$ cat src/rtl/mips_ctrl_pkg.sv
// Shared encodings for the multicycle MIPS controller: opcodes, FSM states, ALU classes
// and datapath mux-select codes.
package mips_ctrl_pkg;

    localparam logic [5:0] OP_RTYPE = 6'h00;
    localparam logic [5:0] OP_J     = 6'h02;
    localparam logic [5:0] OP_JAL   = 6'h03;
    localparam logic [5:0] OP_BEQ   = 6'h04;
    localparam logic [5:0] OP_BNE   = 6'h05;
    localparam logic [5:0] OP_ADDI  = 6'h08;
    localparam logic [5:0] OP_ANDI  = 6'h0C;
    localparam logic [5:0] OP_ORI   = 6'h0D;
    localparam logic [5:0] OP_LUI   = 6'h0F;
    localparam logic [5:0] OP_LW    = 6'h23;
    localparam logic [5:0] OP_SW    = 6'h2B;
    localparam logic [5:0] FUNCT_JR = 6'h08;

    typedef enum logic [3:0] {
        S_IDLE   = 4'd0,
        S_FETCH  = 4'd1,
        S_DECODE = 4'd2,
        S_MEMADR = 4'd3,
        S_MEMRD  = 4'd4,
        S_MEMWB  = 4'd5,
        S_MEMWR  = 4'd6,
        S_REX    = 4'd7,
        S_RWB    = 4'd8,
        S_IEX    = 4'd9,
        S_IWB    = 4'd10,
        S_BRANCH = 4'd11,
        S_JUMP   = 4'd12,
        S_JAL    = 4'd13,
        S_JR     = 4'd14
    } state_e;

    localparam logic [2:0] ALUOP_RTYPE = 3'b111;
    localparam logic [2:0] ALUOP_ADD   = 3'b011;
    localparam logic [2:0] ALUOP_SUB   = 3'b010;
    localparam logic [2:0] ALUOP_OR    = 3'b001;
    localparam logic [2:0] ALUOP_AND   = 3'b110;
    localparam logic [2:0] ALUOP_LUI   = 3'b101;

    localparam logic [1:0] PCSRC_ALU    = 2'd0;
    localparam logic [1:0] PCSRC_ALUOUT = 2'd1;
    localparam logic [1:0] PCSRC_JUMP   = 2'd2;
    localparam logic [1:0] PCSRC_REGA   = 2'd3;

    localparam logic [1:0] ALUB_REGB    = 2'd0;
    localparam logic [1:0] ALUB_FOUR    = 2'd1;
    localparam logic [1:0] ALUB_IMM     = 2'd2;
    localparam logic [1:0] ALUB_IMM_SH2 = 2'd3;

    localparam logic [1:0] REGDST_RT = 2'd0;
    localparam logic [1:0] REGDST_RD = 2'd1;
    localparam logic [1:0] REGDST_RA = 2'd2;

    localparam logic [1:0] MEM2REG_ALUOUT = 2'd0;
    localparam logic [1:0] MEM2REG_MDR    = 2'd1;
    localparam logic [1:0] MEM2REG_PC     = 2'd2;

    // ALU class for the immediate-arithmetic execute step.
    function automatic logic [2:0] imm_aluop(input logic [5:0] op);
        case (op)
            OP_ORI:  return ALUOP_OR;
            OP_ANDI: return ALUOP_AND;
            OP_LUI:  return ALUOP_LUI;
            default: return ALUOP_ADD;
        endcase
    endfunction

endpackage

$ cat src/rtl/multicycle_control.sv
// Multicycle MIPS control unit: Moore FSM driving datapath selects, write strobes and a
// req/ready memory handshake, with a retired-instruction counter and sticky illegal flag.
module multicycle_control
    import mips_ctrl_pkg::*;
#(
    parameter int unsigned CNT_W = 32
) (
    input  logic             clk,
    input  logic             reset,
    input  logic [5:0]       opcode,
    input  logic [5:0]       funct,
    input  logic             mem_ready,
    output logic             mem_req,
    output logic             MemRead,
    output logic             MemWrite,
    output logic             IorD,
    output logic             IRWrite,
    output logic             PCWrite,
    output logic             PCWriteCondEQ,
    output logic             PCWriteCondNE,
    output logic [1:0]       PCSrc,
    output logic             ALUSrcA,
    output logic [1:0]       ALUSrcB,
    output logic [2:0]       ALUOp,
    output logic [1:0]       RegDst,
    output logic [1:0]       MemtoReg,
    output logic             RegWrite,
    output logic [3:0]       state_o,
    output logic [CNT_W-1:0] instr_retired,
    output logic             illegal_op
);

    state_e           r_state;
    state_e           w_state_next;
    logic [5:0]       r_op;
    logic [CNT_W-1:0] r_retired;
    logic             r_illegal;
    logic             w_retire;
    logic             w_illegal_set;

    // Opcode is latched in DECODE so later states never look at a changing IR.
    always_ff @(posedge clk or posedge reset) begin
        if (reset) begin
            r_state   <= S_IDLE;
            r_op      <= '0;
            r_retired <= '0;
            r_illegal <= 1'b0;
        end else begin
            r_state <= w_state_next;
            if (r_state == S_DECODE) begin
                r_op <= opcode;
            end
            if (w_retire) begin
                r_retired <= r_retired + CNT_W'(1);
            end
            if (w_illegal_set) begin
                r_illegal <= 1'b1;
            end
        end
    end

    always_comb begin
        w_state_next  = r_state;
        w_retire      = 1'b0;
        w_illegal_set = 1'b0;
        mem_req       = 1'b0;
        MemRead       = 1'b0;
        MemWrite      = 1'b0;
        IorD          = 1'b0;
        IRWrite       = 1'b0;
        PCWrite       = 1'b0;
        PCWriteCondEQ = 1'b0;
        PCWriteCondNE = 1'b0;
        PCSrc         = PCSRC_ALU;
        ALUSrcA       = 1'b0;
        ALUSrcB       = ALUB_REGB;
        ALUOp         = 3'b000;
        RegDst        = REGDST_RT;
        MemtoReg      = MEM2REG_ALUOUT;
        RegWrite      = 1'b0;

        unique case (r_state)
            S_IDLE: w_state_next = S_FETCH;
            S_FETCH: begin
                mem_req = 1'b1;
                MemRead = 1'b1;
                ALUSrcB = ALUB_FOUR;
                ALUOp   = ALUOP_ADD;
                if (mem_ready) begin
                    IRWrite      = 1'b1;
                    PCWrite      = 1'b1;
                    w_state_next = S_DECODE;
                end
            end
            S_DECODE: begin
                ALUSrcB = ALUB_IMM_SH2;
                ALUOp   = ALUOP_ADD;
                case (opcode)
                    OP_LW, OP_SW: w_state_next = S_MEMADR;
                    OP_RTYPE:     w_state_next = (funct == FUNCT_JR) ? S_JR : S_REX;
                    OP_ADDI, OP_ORI, OP_ANDI, OP_LUI: w_state_next = S_IEX;
                    OP_BEQ, OP_BNE: w_state_next = S_BRANCH;
                    OP_J:         w_state_next = S_JUMP;
                    OP_JAL:       w_state_next = S_JAL;
                    default: begin
                        w_state_next  = S_FETCH;
                        w_illegal_set = 1'b1;
                    end
                endcase
            end
            S_MEMADR: begin
                ALUSrcA      = 1'b1;
                ALUSrcB      = ALUB_IMM;
                ALUOp        = ALUOP_ADD;
                w_state_next = (r_op == OP_SW) ? S_MEMWR : S_MEMRD;
            end
            S_MEMRD: begin
                mem_req = 1'b1;
                MemRead = 1'b1;
                IorD    = 1'b1;
                if (mem_ready) begin
                    w_state_next = S_MEMWB;
                end
            end
            S_MEMWB: begin
                RegWrite     = 1'b1;
                RegDst       = REGDST_RT;
                MemtoReg     = MEM2REG_MDR;
                w_state_next = S_FETCH;
                w_retire     = 1'b1;
            end
            S_MEMWR: begin
                mem_req  = 1'b1;
                MemWrite = 1'b1;
                IorD     = 1'b1;
                if (mem_ready) begin
                    w_state_next = S_FETCH;
                    w_retire     = 1'b1;
                end
            end
            S_REX: begin
                ALUSrcA      = 1'b1;
                ALUSrcB      = ALUB_REGB;
                ALUOp        = ALUOP_RTYPE;
                w_state_next = S_RWB;
            end
            S_RWB: begin
                RegWrite     = 1'b1;
                RegDst       = REGDST_RD;
                MemtoReg     = MEM2REG_ALUOUT;
                w_state_next = S_FETCH;
                w_retire     = 1'b1;
            end
            S_IEX: begin
                ALUSrcA      = 1'b1;
                ALUSrcB      = ALUB_IMM;
                ALUOp        = imm_aluop(r_op);
                w_state_next = S_IWB;
            end
            S_IWB: begin
                RegWrite     = 1'b1;
                RegDst       = REGDST_RT;
                MemtoReg     = MEM2REG_ALUOUT;
                w_state_next = S_FETCH;
                w_retire     = 1'b1;
            end
            S_BRANCH: begin
                ALUSrcA       = 1'b1;
                ALUSrcB       = ALUB_REGB;
                ALUOp         = ALUOP_SUB;
                PCSrc         = PCSRC_ALUOUT;
                PCWriteCondEQ = (r_op == OP_BEQ);
                PCWriteCondNE = (r_op == OP_BNE);
                w_state_next  = S_FETCH;
                w_retire      = 1'b1;
            end
            S_JUMP: begin
                PCWrite      = 1'b1;
                PCSrc        = PCSRC_JUMP;
                w_state_next = S_FETCH;
                w_retire     = 1'b1;
            end
            S_JAL: begin
                PCWrite      = 1'b1;
                PCSrc        = PCSRC_JUMP;
                RegWrite     = 1'b1;
                RegDst       = REGDST_RA;
                MemtoReg     = MEM2REG_PC;
                w_state_next = S_FETCH;
                w_retire     = 1'b1;
            end
            S_JR: begin
                PCWrite      = 1'b1;
                PCSrc        = PCSRC_REGA;
                w_state_next = S_FETCH;
                w_retire     = 1'b1;
            end
            default: w_state_next = S_IDLE;
        endcase
    end

    assign state_o       = r_state;
    assign instr_retired = r_retired;
    assign illegal_op    = r_illegal;

endmodule
$ cat config.mk
export PLATFORM = sky130hd
export DESIGN_NAME = multicycle_control
export DESIGN_NICKNAME = d
export VERILOG_FILES = /design/src/rtl/mips_ctrl_pkg.sv /design/src/rtl/multicycle_control.sv
export SDC_FILE = /design/constraint.sdc
export NUM_CORES = 1
export LEC_CHECK = 0
export ABC_AREA = 1
export CORE_MARGIN = 8
export CORE_UTILIZATION = 53
export DETAILED_ROUTE_END_ITERATION = 7
export PLACE_DENSITY = 0.84
export SLEW_MARGIN = 30
export SYNTH_ARGS = -nofsm -noshare
export SYNTH_HDL_FRONTEND = slang
export SYNTH_SLANG_ARGS = --single-unit
$ cat constraint.sdc
create_clock -name clk -period 3 [get_ports clk]
set_clock_uncertainty 0.1 [all_clocks]
set_input_delay 0.75 -clock clk [delete_from_list [all_inputs] [get_ports clk]]
set_output_delay 0.75 -clock clk [all_outputs]
set_load 0.05 [all_outputs]
==> results.toml <==
[status]
run_status = "finished, final reports clean"

[yosys]
synth_area_per_cell_um2 = 6.518
synth.ff_latch_count = 43
synth-warning-count = 0
mapped_area_um2 = 2868
yosysSeqAreaShare_pct = 37.52
gate_count_after_technology_mapping = 440
yosysUniqueCellTypes = 28
synthesis.nets = 456

[hold_path]
worst_hold_path_type = "flop to flop"
worstHoldStart = "illegal_op"

[grt]
grt_overflow_total = 0
first_global_vias = 3058
gr-usage-all-layers_pct = 21.99
pin_count_of_the_biggest_net_entering_global_routing = 31
grt_first_pass_wirelength_mm = 13.82
grt_antenna_before_repair = 0

[floorplan]
floorplan_core_area_um2 = 5172
ioPinCount = 73
design.die.area_um2 = 8021
die_h_um = 89.56
die-width_um = 89.56
floorplan.rows = 26
initial_utilization_pct = 55.44

[layout]
insertedDiodeCount = 0
layout-area-overhead-vs-synth_pct = 32.46
finalNetCount = 533
share_of_post_route_cells_with_drive_strength_above_1_pct = 7.915
postLayoutCoreUtil_pct = 73.44
final_common_cell = "sky130_fd_sc_hd__nand2_1"
highest_count_cells_in_the_layout_ignoring_fill_and_taps = "163 x sky130_fd_sc_hd__nand2_1, 68 x sky130_fd_sc_hd__nor2_1, 59 x sky130_fd_sc_hd__clkdlybuf4s50_1, 44 x sky130_fd_sc_hd__inv_1, 43 x sky130_fd_sc_hd__dfrtp_1"

[route]
postRouteWirelength_mm = 8.353
drc = 0
vias = 3079
wl_per_cell_um = 14.21
antenna_left = 0
dr.first_iter.drc_count = 191
routed_via_density = 5.236
dr.pass1.iters = 5

[flow_run]
maxCapViolations = 0

[placement]
gpl.final_weighted_congestion = 0.9414
io_buffer_count = 72
hpwlAfterDp_mm = 6.739
pre_cts_slack_ns = 0.3960

[critical_path]
regToRegEndpoint = "instr_retired[27]"
worst_r2r_path_depth = 9
critical_path.max_stage_delay_ns = 0.85
cp_cell_sequence = "nand2_2, o22ai_1, clkdlybuf4s50_1"
cp-startpoint = "state_o[0]"
r2r_setup_slack_ns = 1.03
critical_path.reg2reg.startpoint = "instr_retired[10]"
worstPathRequired_ns = 2.15
timing_worst_setup_path_type = "flop to primary output"
timing.critical_path.to = "ALUSrcA"
path_max_fanout = 8
master_of_the_slowest_instance_on_the_critical_path = "sky130_fd_sc_hd__clkdlybuf4s50_1"
crit_path_start_kind = "flop"
endpoint_type_of_the_worst_setup_path = "primary output"
arrival_ns = 2.00

[clock_network]
worst_skew_pair.late_latency_ns = 0.29
cts_tree = "built"
clkSinkCount = 43
clock_path_buffers = 2
numCtsBuffers = 5
clock-root-buffer = "sky130_fd_sc_hd__clkbuf_8"
post_cts_resize_count = 0
post-cts-setup-buffer-count = 0
cts_max_level = 2
worst_setup_hold_path_clk_slew_ns = 0.08
postCtsHoldBufs = 0

[sta]
setup_repair_after_global_routing_missed_its_margin = "no"
period_minus_slack_ns = 2.846
holdWs_ns = 0.3757
finalMaxSlewViolations = 0
post-route-period-util_pct = 94.85
fmaxAchievable_mhz = 351.4
tightestPinTransition_ns = 0.5493
final.setup.worst_slack_ns = 0.1544
setup_violations = 0
accumulated_negative_setup_slack_ns = 0
hold_viol = 0
max_slew_margin_pct = 63.27

[pwr]
power.density_cell_area_nw_per_um2 = 806.1
power_leakage_nw = 1.719
irDropWorstVdd_mv = 0.6308
critical path, delay by kind of cell, from the launching register on:
kind,cells,cell delay (ns)
simple gates,1,0.17
flops,1,0.49
buf+inv,1,0.85
compound gates,1,0.19
worst min-delay path by stage:
stage	end	slack (ns)	cells past startpoint
2_1_floorplan	r_op[4]	0.38	2
3_3_place_gp	illegal_op	0.35	2
3_5_place_dp	illegal_op	0.36	2
4_1_cts	illegal_op	0.38	2
5_1_grt	illegal_op	0.40	2
6_report	illegal_op	0.38	2
registers in the layout, indices dropped and copies added, names as in the netlist:
| signal | count |
|---|---|
| illegal_op | 1 |
| instr_retired | 32 |
| r_op | 6 |
| state_o | 4 |
layer usage:
layer  GRT usage (%)  part of all wire [%]  wire (um)
met2           37.23                    47       3966
met3           8.364                   9.8        819
met4           8.610                   2.9        242
met1           24.22                    40       3324
met5               0                     0          0
cells in the mapped netlist:
cell type	n	area share, %
sky130_fd_sc_hd__xor2_1	12	3.7
sky130_fd_sc_hd__nor2_2	3	0.65
sky130_fd_sc_hd__buf_2	3	0.52
sky130_fd_sc_hd__a21oi_1	2	0.35
sky130_fd_sc_hd__o211ai_1	1	0.26
sky130_fd_sc_hd__and2_1	1	0.22
sky130_fd_sc_hd__nand3b_1	3	0.79
sky130_fd_sc_hd__nand3_1	22	3.8
sky130_fd_sc_hd__dfrtp_1	43	38
sky130_fd_sc_hd__nand2_1	163	21
sky130_fd_sc_hd__nor2_1	69	9.0
sky130_fd_sc_hd__a31oi_1	1	0.22
sky130_fd_sc_hd__inv_2	5	0.65
sky130_fd_sc_hd__nand2_2	2	0.44
sky130_fd_sc_hd__o21ai_0	18	3.1
sky130_fd_sc_hd__nor4_1	2	0.44
sky130_fd_sc_hd__nor2_4	2	0.79
sky130_fd_sc_hd__nand3_4	1	0.61
sky130_fd_sc_hd__o21ai_1	9	1.6
sky130_fd_sc_hd__inv_1	45	5.9
sky130_fd_sc_hd__xnor2_1	8	2.4
sky130_fd_sc_hd__buf_4	1	0.26
sky130_fd_sc_hd__buf_6	2	0.79
sky130_fd_sc_hd__ha_1	1	0.44
sky130_fd_sc_hd__nand4_1	4	0.87
sky130_fd_sc_hd__nor3_1	13	2.3
sky130_fd_sc_hd__o22ai_1	3	0.65
sky130_fd_sc_hd__nor3_2	1	0.35
cell type report:
cell class	count	area [um^2]
clock buffer	7	76.32
clock inverter	1	5.005
fill	431	1374
inverter	50	188.9
multi-input combinational	341	1579
sequential	43	1076
tap	70	87.58
timing repair buffer	76	785.8
cell families (layout without fill, tap and decap cells):
kind of cell / count (synthesis) / after routing / share of synthesized area (%)
xor gates and xnor gates: 20 / 20 / 6.108
and+or+nand+nor: 286 / 286 / 41.62
DFF: 43 / 43 / 37.52
AOI/OAI and AO/OA: 34 / 34 / 6.196
buffers and inverters: 56 / 134 / 8.115
adders and majority gates: 1 / 1 / 0.4362
through the flow:
stage	std cells	cell area, um^2	power, W
global route	588	3799	0.003228
floorplan	440	2882	0.002037
global placement	580	3707	0.002674
detailed placement	580	3709	0.002702
CTS	588	3790	0.003062
finish	588	3799	0.003062
report_power, final:
group / switching (W) / internal [W]
Clock: 0.000194 / 0.000164
Combinational: 0.00126 / 0.000606
Sequential: 0.000138 / 0.000702
Total: 0.00159 / 0.00147
Power figures use the tool's default switching activity.
==> RTL change 1, RTL diff (same flow settings) <==
Change the parameter `CNT_W` from 32 to 36.
--- a/src/rtl/multicycle_control.sv
+++ b/src/rtl/multicycle_control.sv
@@ -3,7 +3,7 @@
 module multicycle_control
     import mips_ctrl_pkg::*;
 #(
-    parameter int unsigned CNT_W = 32
+    parameter int unsigned CNT_W = 36
 ) (
     input  logic             clk,
     input  logic             reset,
Ports: changed (resized instr_retired); port bits go from 73 to 77. The function was not compared with the original's and may differ.
==> RTL change 1 against the original RTL <==
- routed wire length up 10%
- synthesized cell count increased by 10%
- critical path depth increased by 3
- setup slack got worse by 0.067 ns
- area after synthesis grew 10%
- via count up 11%
- sequential share of layout area hardly changed
- design area grew 9.3%
- total power grew 24%
- sequential cell count is 4 higher
- critical path type unchanged
- largest cell class unchanged
==> RTL change 1: results <==
export IMPL_post_dp_hpwl_um=7176
export IMPL_gp_congestion=0.9628
export IMPL_n_all_buffers=78
export IMPL_synth_compound_area_share_pct=6.413
export IMPL_fmaxAchievable_mhz=343.3
export IMPL_htree_levels=2
export IMPL_drt_total_wl_um=9196
export IMPL_crit_path_max_incr_delay_ns=0.81
export IMPL_multi_input_area_share_pct=41.72
export IMPL_grt_pass1_wl_um=15360
export IMPL_maxSlewHeadroom_pct=59.23
export IMPL_multi_input_cells=376
export IMPL_timing_rr_start="state_o[0]"
export IMPL_seq_power_w=0.00103
export IMPL_nonClkBufAreaFrac_pct=19.35
export IMPL_drt_pass1_iterations=7
export IMPL_nClkBuffers=6
export IMPL_cp_startpoint="state_o[3]"
export IMPL_layout_drive_gt1_share_pct=6.903
export IMPL_ys_top_cells_by_count="nand2_1 (178), nor2_1 (80), inv_1 (52), dfrtp_1 (47), nand3_1 (23)"
export IMPL_p_leak_nw=1.882
export IMPL_ys_seq_area_share_pct=37.21
export IMPL_syn_nets=502
export IMPL_p_sw_w=0.001957
export IMPL_hp_class="reg2reg"
export IMPL_drt_iter0_markers=273
export IMPL_hold_slack_ns=0.3873
export IMPL_cts_setup_buffers=0
export IMPL_inv_count=56
export IMPL_synthTopCellsByArea="dfrtp_1 (37%), nand2_1 (21%), nor2_1 (9.5%), inv_1 (6.2%), xor2_1 (4.4%)"
export IMPL_rr_endpoint="instr_retired[11]"
export IMPL_via_count=3426
export IMPL_fillers=466
export IMPL_powerClk_w=0.000556
export IMPL_largest_register_ffs=36
export IMPL_power_density_nw_per_um2=913.2
export IMPL_crit_fanout=6
export IMPL_grtUsageTotal_pct=21.59
export IMPL_dp_slack_ns=0.3504
export IMPL_final_clk_cell_share_pct=3.196
export IMPL_dp_cells=632
export IMPL_post_synth_fa_ha_maj_area_fraction_pct=0.3959
export IMPL_ys_types=30
export IMPL_crit_cells=6
export IMPL_synth_cells=486
export IMPL_cts_inserted_buffers=5
export IMPL_port_buffers=76
export IMPL_grt_max_degree=48
export IMPL_irDropWorstVdd_uv=699.8
export IMPL_detail_route_wl_per_cell_um=14.37
export IMPL_status="finished clean"
export IMPL_crit_end="MemWrite"
export IMPL_grt_pass1_vias=3305
export IMPL_synth_xor_area_share_pct=5.819
export IMPL_seq_cell_count=47
export IMPL_r2r_setup_slack_ns=0.91
export IMPL_final_nets=580
RTL change 1: changes by cell type after synthesis, moves of 3 or more:
cell / change
nor3_1: -3
o21ai_1: +3
xor2_1: +4
nor2_1: +11
xnor2_1: -3
dfrtp_1: +4
nand2_1: +15
o22ai_1: -3
inv_1: +7
nand4_1: +3
RTL change 1: stage by stage:
step           instance area [um2]  utilization, %
2_1_floorplan                 3172               -
3_3_place_gp                  4010           68.54
3_5_place_dp                  4010           68.54
4_1_cts                       4143           70.81
5_1_grt                       4150           70.94
6_report                      4150           70.94
RTL change 1: per-layer routing:
layer	routed length, um	global-route usage (%)	vias to the layer above
li1	-	-	1672
met1	3856	28.21	1543
met2	4249	34.20	198
met3	979	5.769	13
met4	110	6.040	0
met5	0	0	-
RTL change 1: logic make-up after synthesis:
group | count (synthesis)
AO/OA/AOI/OAI | 39
XOR/XNOR | 21
buffers and inverters | 63
AND/OR/NAND/NOR | 315
adder cells (fa/ha/maj) | 1
flip-flops | 47
==> RTL change 2, RTL diff (config.mk and constraints unchanged) <==
Without the edit above. Put one more register stage on the output `instr_retired`, with the module's reset. The value now appears one clock later. The other outputs are not delayed to match.
--- a/src/rtl/multicycle_control.sv
+++ b/src/rtl/multicycle_control.sv
@@ -200,7 +200,13 @@
     end
 
     assign state_o       = r_state;
-    assign instr_retired = r_retired;
+    always_ff @(posedge clk or posedge reset) begin
+        if (reset) begin
+            instr_retired <= '0;
+        end else begin
+            instr_retired <= r_retired;
+        end
+    end
     assign illegal_op    = r_illegal;
 
 endmodule
Function: changed (Yosys sat finds a counterexample within 10 cycles, from zero or initial values and one cycle with reset high).
==> RTL change 2 against the original RTL <==
- critical path depth grew 1
- area after synthesis up 29%
- die area up 24%
- sequential cell count up 32
- first-iteration DRC count fell by 15%
- setup slack worse by 0.049 ns
- total power increased by 19%
- register-to-register slack worse by 0.16 ns
- largest power group unchanged
- design area up 25%
- routed wire length grew 4.6%
==> RTL change 2: results <==
export IMPL_status="finished clean"
export IMPL_synthTopCellsByArea="dfrtp_1 (51%), nand2_1 (12%), inv_1 (5.9%), nor2_1 (5.3%), xor2_1 (3.8%)"
export IMPL_grt_max_degree=76
export IMPL_insertion_delay_ns=0.34
export IMPL_wl_met1_um=3668
export IMPL_htree_levels=3
export IMPL_detail_route_wl_per_cell_um=13.91
export IMPL_cts_inserted_buffers=9
export IMPL_ys_top_cells_by_count="nand2_1 (121), dfrtp_1 (75), inv_1 (58), nor2_1 (52), nand3_1 (23)"
export IMPL_ys_seq_area_share_pct=50.61
export IMPL_postPlaceCellArea_um2=4562
export IMPL_via_count=3218
export IMPL_layout_drive_gt1_share_pct=10.53
export IMPL_wl_met3_um=535
export IMPL_drt_iter0_markers=163
export IMPL_ys_types=34
export IMPL_synth_cells=450
export IMPL_syn_nets=466
export IMPL_maxSlewHeadroom_pct=64.22
export IMPL_crit_fanout=7
export IMPL_p_leak_nw=2.214
export IMPL_routed_wl_met2_um=4400
export IMPL_grtUsageTotal_pct=18.43
export IMPL_final_cell_count_no_fill=628
export IMPL_grt_pass1_wl_um=14660
export IMPL_final_nets=544
export IMPL_dp_cells=613
export IMPL_fillers=527
export IMPL_fmaxAchievable_mhz=345.5
export IMPL_gp_congestion=0.9026
export IMPL_r2r_setup_slack_ns=0.87
[RTL change 2: cells by family (layout without fill, tap and decap cells)]
kind of cell | after synthesis | after routing | share of synthesized area (%)
AOI/OAI and AO/OA | 27 | 27 | 4.049
xor gates and xnor gates | 23 | 23 | 5.432
adders and majority gates | 1 | 1 | 0.3373
buffers and inverters | 70 | 152 | 7.827
DFF | 75 | 75 | 50.61
and+or+nand+nor | 254 | 254 | 31.75
[RTL change 2: worst paths after layout]
check	from	endpoint	cells past startpoint
min in group asynchronous	reset	r_retired[3]	3
worst max register to register	state_o[0]	r_retired[7]	8
worst min register to register	r_retired[17]	instr_retired[17]	0
worst max-delay path	state_o[2]	RegWrite	4
worst min-delay path	r_retired[17]	instr_retired[17]	0
max in group asynchronous	reset	instr_retired[23]	3
[RTL change 2: cell type report]
class                           instances  area (um2)  share of cell area (%)
Inverter                               63       236.5                   4.996
Clock inverter                          5       30.03                  0.6344
Clock buffer                           10       137.6                   2.908
Sequential cell                        75        1877                   39.65
Timing Repair Buffer                   74       784.5                   16.57
Multi-Input combinational cell        305        1548                   32.70
Tap cell                               96       120.1                   2.538
[RTL change 2: power by group through the flow]
stage	sequential (W)	combinational (W)	clock, W
after CTS	0.00129	0.00170	0.000676
after global routing	0.00131	0.00181	0.000722
after global placement	0.00130	0.00170	0
after detailed placement	0.00131	0.00170	0
after floorplan	0.00147	0.000951	0
final	0.00129	0.00169	0.000663
[RTL change 2: layer usage]
| layer | vias to the layer above | global-route usage, % |
|---|---|---|
| met5 | - | 0 |
| met4 | 0 | 5.704 |
| met3 | 16 | 5.936 |
| met2 | 104 | 31.92 |
| met1 | 1521 | 21.05 |
| li1 | 1577 | - |
[RTL change 2: timing repair]
action                                  4_1_cts  5_1_grt
hold buffers                                  0        0
endpoints found under the setup margin        1        2
hold endpoints to repair                      0        0
gates resized for setup                       1        2
[RTL change 2: stage by stage]
step	hold WS, ns	TNS (ns)
2_1_floorplan	0.2737	-0.003983
3_3_place_gp	0.2933	0
3_5_place_dp	0.3063	0
4_1_cts	0.3130	0
5_1_grt	0.3255	0
6_report	0.3123	0
